### src/rtl/backtrack_replayer.sv
// ---------------------------------------------------------------------------
// backtrack_replayer
//
// Sits between the steering logic and the servo/SPI driver.
//
// In normal driving (RECORD), the live X/Y servo commands are passed through
// with a latency of one cycle. Once every SAMPLE_DIV cycles they are also
// pushed into a circular LIFO. When the LIFO is full, a push overwrites the
// oldest entry.
//
// While backtrack_active is high, the recorded positions are replayed
// newest-first at the same rate, so the vehicle retraces its path (REPLAY).
// When the LIFO runs dry, the last value is held (HOLD). When
// backtrack_active drops, the block returns to RECORD. Entries that were not
// replayed are kept.
//
// Optional feature, controlled by the BACKTRACK_MIRROR_EN macro:
//   BACKTRACK_MIRROR_EN defined : a replayed X is output as (2**DATA_W-1) - X,
//                                 which mirrors the steering for reversing.
//                                 Y and the stored data are not changed.
//   not defined                 : replayed values are output exactly as stored.
//
// Ports:
//   clk               in   1                system clock, rising edge
//   rst               in   1                asynchronous reset, active high
//   x_pos_in          in   DATA_W           live X position command
//   y_pos_in          in   DATA_W           live Y position command
//   backtrack_active  in   1                high for the backtrack window
//   x_pos_out         out  DATA_W           X command to the servo driver
//   y_pos_out         out  DATA_W           Y command to the servo driver
//   replay_active     out  1                high in REPLAY or HOLD
//   buf_count         out  $clog2(DEPTH)+1  valid entries, 0..DEPTH
// ---------------------------------------------------------------------------
module backtrack_replayer #(
  parameter int DATA_W     = 8,
  parameter int DEPTH      = 64,         // power of two, >= 2
  parameter int SAMPLE_DIV = 10_000_000  // clk cycles per record/replay step
) (
  input  logic                     clk,
  input  logic                     rst,
  input  logic [DATA_W-1:0]        x_pos_in,
  input  logic [DATA_W-1:0]        y_pos_in,
  input  logic                     backtrack_active,
  output logic [DATA_W-1:0]        x_pos_out,
  output logic [DATA_W-1:0]        y_pos_out,
  output logic                     replay_active,
  output logic [$clog2(DEPTH):0]   buf_count
);

  localparam int PTR_W = $clog2(DEPTH);
  localparam int CNT_W = PTR_W + 1;
  localparam int DIV_W = (SAMPLE_DIV > 1) ? $clog2(SAMPLE_DIV) : 1;

  localparam logic [DIV_W-1:0]  DIV_MAX = DIV_W'(SAMPLE_DIV - 1);
  localparam logic [CNT_W-1:0]  FULL    = CNT_W'(DEPTH);
  localparam logic [DATA_W-1:0] X_MAX   = '1;

  localparam logic [1:0] ST_RECORD = 2'd0;
  localparam logic [1:0] ST_REPLAY = 2'd1;
  localparam logic [1:0] ST_HOLD   = 2'd2;

  logic [1:0]        state_q,   state_d;
  logic [DIV_W-1:0]  div_q,     div_d;
  logic [PTR_W-1:0]  wr_ptr_q,  wr_ptr_d;
  logic [CNT_W-1:0]  count_q,   count_d;
  logic [DATA_W-1:0] x_out_q,   x_out_d;
  logic [DATA_W-1:0] y_out_q,   y_out_d;
  logic              replay_q,  replay_d;
  logic              bt_q;

  logic              tick;
  logic              rise;
  logic              fall;
  logic              push;
  logic              pop;

  // Each entry holds X in the upper half and Y in the lower half.
  logic [2*DATA_W-1:0] mem [DEPTH];
  logic [2*DATA_W-1:0] rd_entry;
  logic [DATA_W-1:0]   rd_x;
  logic [DATA_W-1:0]   rd_y;
  logic [DATA_W-1:0]   pop_x;

  assign tick = (div_q == DIV_MAX);
  assign rise = backtrack_active & ~bt_q;
  assign fall = ~backtrack_active & bt_q;

  // The newest entry is always the one just below the write pointer.
  // The subtraction wraps naturally modulo DEPTH.
  assign rd_entry = mem[wr_ptr_q - PTR_W'(1)];
  assign rd_x     = rd_entry[2*DATA_W-1:DATA_W];
  assign rd_y     = rd_entry[DATA_W-1:0];

`ifdef BACKTRACK_MIRROR_EN
  assign pop_x = X_MAX - rd_x;
`else
  assign pop_x = rd_x;
`endif

  always_comb begin
    // NOTE: every signal gets a default first, so that no path through the
    // case statement leaves one unassigned and infers a latch.
    state_d  = state_q;
    wr_ptr_d = wr_ptr_q;
    count_d  = count_q;
    x_out_d  = x_out_q;
    y_out_d  = y_out_q;
    push     = 1'b0;
    pop      = 1'b0;

    case (state_q)
      ST_RECORD: begin
        if (rise) begin
          // The first pop happens on the rise edge itself.
          // A rise on a tick cycle therefore takes priority over the push.
          if (count_q != '0) begin
            state_d = ST_REPLAY;
            pop     = 1'b1;
          end else begin
            state_d = ST_HOLD;
          end
        end else begin
          x_out_d = x_pos_in;
          y_out_d = y_pos_in;
          push    = tick;
        end
      end
      ST_REPLAY: begin
        if (fall) begin
          state_d = ST_RECORD;
        end else if (tick) begin
          if (count_q != '0) pop = 1'b1;
          else               state_d = ST_HOLD;
        end
      end
      ST_HOLD: begin
        if (fall) state_d = ST_RECORD;
      end
      default: state_d = ST_RECORD;
    endcase

    if (push) begin
      // When the buffer is full, wr_ptr already points at the oldest entry.
      // The write therefore overwrites it, and the count stays saturated.
      wr_ptr_d = wr_ptr_q + PTR_W'(1);
      if (count_q != FULL) count_d = count_q + CNT_W'(1);
    end

    if (pop) begin
      x_out_d  = pop_x;
      y_out_d  = rd_y;
      wr_ptr_d = wr_ptr_q - PTR_W'(1);
      count_d  = count_q - CNT_W'(1);
    end

    // The sample phase restarts on every state change, so the first replay
    // step comes a full SAMPLE_DIV cycles after the rise edge.
    if ((state_d != state_q) || tick) div_d = '0;
    else                              div_d = div_q + DIV_W'(1);

    replay_d = (state_d != ST_RECORD);
  end

  // NOTE: sequential state is updated with non-blocking assignments, so every
  // flop samples the pre-edge values regardless of the order of statements.
  always_ff @(posedge clk or posedge rst) begin
    if (rst) begin
      state_q  <= ST_RECORD;
      div_q    <= '0;
      wr_ptr_q <= '0;
      count_q  <= '0;
      x_out_q  <= '0;
      y_out_q  <= '0;
      replay_q <= 1'b0;
      bt_q     <= 1'b0;
    end else begin
      state_q  <= state_d;
      div_q    <= div_d;
      wr_ptr_q <= wr_ptr_d;
      count_q  <= count_d;
      x_out_q  <= x_out_d;
      y_out_q  <= y_out_d;
      replay_q <= replay_d;
      bt_q     <= backtrack_active;
    end
  end

  // NOTE: the storage array has no reset. An entry is only ever read after it
  // has been written, because count_q guards every pop, so clearing the array
  // on reset would only add reset fan-out.
  always_ff @(posedge clk) begin
    if (push) mem[wr_ptr_q] <= {x_pos_in, y_pos_in};
  end

  assign x_pos_out     = x_out_q;
  assign y_pos_out     = y_out_q;
  assign replay_active = replay_q;
  assign buf_count     = count_q;

endmodule

### config.mk
export PLATFORM = sky130hd
export DESIGN_NAME = backtrack_replayer
export DESIGN_NICKNAME = d
export VERILOG_FILES = /design/src/rtl/backtrack_replayer.sv
export SDC_FILE = /design/constraint.sdc
export NUM_CORES = 1
export LEC_CHECK = 0
export ABC_AREA = 0
export BUFFER_PORTS_ARGS = -buffer_cell sky130_fd_sc_hd__clkbuf_2
export CAP_MARGIN = 10
export CORE_UTILIZATION = 55
export DETAILED_ROUTE_END_ITERATION = 7
export PLACE_DENSITY = 0.82
export SLEW_MARGIN = 40
export SYNTH_ARGS = -nofsm -noshare
export SYNTH_HDL_FRONTEND = slang
export SYNTH_SLANG_ARGS = --single-unit
### constraint.sdc
create_clock -name clk -period 8.5 [get_ports clk]
set_input_delay 2.55 -clock clk [delete_from_list [all_inputs] [get_ports clk]]
set_output_delay 2.55 -clock clk [all_outputs]
set_load 0.02 [all_outputs]
==> results.sh <==
export IMPL_rsz0062_at_grt="no"
export IMPL_grt_pass1_vias=22500
export IMPL_drv_cap=0
export IMPL_critPathKind="reg -> reg"
export IMPL_critical_path_buf_inv_count=3
export IMPL_fp_coreArea_um2=76500
export IMPL_final_nets=2242
export IMPL_worst_path_largest_cell_delay_ns=0.91
export IMPL_yosysSeqAreaShare_pct=75.2
export IMPL_place_hpwl_mm=56.1
export IMPL_cts_hold_buffers_added=0
export IMPL_cp_required_ns=9.11
export IMPL_critPathCaptureType="register"
export IMPL_grt_overflow=0
export IMPL_ir_drop_v=0.000394
export IMPL_syn_to_final_growth_pct=12.5
export IMPL_finalMaxSlewViolations=0
export IMPL_cts_sinks=1081
export IMPL_stdcell_count=3336
export IMPL_ys_types=68
export IMPL_start_kind="register"
export IMPL_drt_pre_antenna_iters=7
export IMPL_period_share_pct=63.4
export IMPL_synth_seq_cells=1081
export IMPL_ios=43
export IMPL_drive_above_1_share_pct=27.2
export IMPL_post_cts_resized=0
export IMPL_cts_htree_levels=3
export IMPL_drt_iter0_markers=3232
export IMPL_avgRoutedWirePerCell_um=30.9
export IMPL_synth_cells=2090
export IMPL_max_freq_ghz=0.186
export IMPL_via_per_inst=6.68
export IMPL_crit_fanout=32
export IMPL_slowest_stage="ha_4"
export IMPL_setup_viol=0
export IMPL_clk_pin_slew_worst_paths_ns=0.07
export IMPL_netlist_area_um2=42800
export IMPL_final_core_util_pct=62.9
export IMPL_power_density_nw_per_um2=345
export IMPL_finClkSkew_ns=0.0312
export IMPL_post_synth_cell_area_avg_um2=20.5
export IMPL_io_buffer_count=42
export IMPL_finalCriticalPeriod_ns=5.39
export IMPL_vias=22300
export IMPL_fp_row_count=101
export IMPL_final_common_cell="edfxtp_1"
export IMPL_place_gp_congestion=0.883
export IMPL_syn_nets=2113
export IMPL_gr_usage_all_layers_pct=26.6
export IMPL_relSlewSlack_pct=37.9
export IMPL_nFillCells=4807
export IMPL_path_cells="clkinv_1 > ha_4 > buf_12 > buf_4 > mux2i_1 > mux4_2 > o21ai_0 > a221oi_1 > nor3_1 > o31a_1"
export IMPL_timing_final_hold_violations=0
export IMPL_die_x_um=281
export IMPL_final_cell_mix="1,024 x edfxtp_1, 238 x mux4_2, 104 x clkbuf_16"
export IMPL_path_delay_family="buffers and inverters"
export IMPL_cts_tree="done"
export IMPL_drt_total_wl_mm=103
export IMPL_cts_buffers=100
export IMPL_grt_max_degree=112
export IMPL_post_cts_buffers=0
export IMPL_run_status="completed"
export IMPL_worst_hold_path_type="reg -> reg"
export IMPL_ys_warnings_count=0
export IMPL_p_leak_nw=15.5
export IMPL_drc=0
export IMPL_worst_pin_slew_ns=0.926
export IMPL_die_h_um=281
export IMPL_ant_nets=0
export IMPL_cp_data_arrival_time_ns=6.00
export IMPL_dpl_cell_count=3146
export IMPL_synth_flop_cell="edfxtp_1"
export IMPL_synth_edf_count=1024
export IMPL_synthArstFlopShare_pct=5.27
export IMPL_clockBufferDepth=3
export IMPL_grt_pass1_wl_mm=151
export IMPL_clk_latency_ns=0.67
export IMPL_tns_ns=0
export IMPL_initial_core_util_pct=55.9
export IMPL_die_area_um2=78900
export IMPL_antenna_found_initial=0
export IMPL_cts_root_buf="clkbuf_16"
-- stage by stage --
stage	total power [W]	worst slack, ns	cell area, um2	hold WS (ns)
floorplan	0.0101	3.63	42800	0.455
global placement	0.0116	3.33	44500	0.472
detailed placement	0.0118	3.30	44600	0.484
CTS	0.0165	3.28	48100	0.499
global route	0.0171	3.04	48100	0.532
finish	0.0166	3.11	48100	0.503
-- final timing paths --
kind | from | end | slack [ns] | cells past startpoint
worst max-delay path | wr_ptr_q[0] | y_pos_out[5] | 3.11 | 10
worst min-delay path | div_q[0] | div_q[0] | 0.50 | 1
worst max register to register | wr_ptr_q[0] | y_pos_out[5] | 3.11 | 10
worst min register to register | div_q[0] | div_q[0] | 0.50 | 1
max in group asynchronous | rst | wr_ptr_q[0] | 6.00 | 3
min in group asynchronous | rst | div_q[15] | 1.99 | 3
-- flip-flops by register name, indices dropped and copies added (netlist names) --
| register | cells |
|---|---|
| mem | 1024 |
| div_q | 24 |
| x_pos_out | 8 |
| y_pos_out | 8 |
| buf_count | 7 |
| wr_ptr_q | 6 |
| state_q | 2 |
| bt_q | 1 |
| replay_active | 1 |
-- layer usage --
layer	global-route usage (%)	wire [um]	up-vias
li1	-	-	8907
met5	0	0	-
met1	35.9	37000	11500
met2	42.7	49500	1607
met4	9.93	3830	0
met3	6.23	12800	263
-- layout make-up --
cell class	count	area (um2)	share of cell area, %
tap	1030	1290	2.68
inverter	9	33.8	0.0702
clock buffer	121	2670	5.54
timing repair buffer	148	1090	2.28
multi-input combinational	879	10000	20.9
antenna	1	2.50	0.00520
clock inverter	67	802	1.67
sequential	1081	32200	66.9
-- logic make-up (layout without fill, tap and decap cells) --
logic type      after synthesis  in the layout  synth area share [%]
compound gates              158            158                  2.96
xor+xnor                     39             39                 0.834
fa+ha+maj                     4              4                 0.117
buf+inv                     130            345                  1.55
flops                      1081           1081                  75.2
mux                         372            372                  15.9
other cells                   0              1                     0
simple gates                306            306                  3.44
-- cell usage after synthesis (all sizes together) (16+ instances only) --
master / number / area, um2
mux2i: 78 / 781
xnor2: 18 / 173
o21ai: 21 / 109
xor2: 21 / 184
dfrtp: 57 / 1430
buf: 90 / 513
mux2: 56 / 642
edfxtp: 1024 / 30700
mux4: 238 / 5360
nand2: 70 / 263
a2111oi: 16 / 154
nand3: 37 / 190
nor2: 100 / 375
clkbuf: 31 / 116
nor3: 31 / 160
o22ai: 30 / 188
-- power by group --
part / switching (W) / internal [W] / total [W] / leakage (nW)
clock network: 0.00196 / 0.00278 / 0.00474 / 1.70
registers: 0.000182 / 0.00589 / 0.00608 / 9.90
logic: 0.00332 / 0.00249 / 0.00580 / 3.87
total: 0.00545 / 0.0112 / 0.0166 / 15.5
No activity file was read; power rests on OpenSTA's default activity.
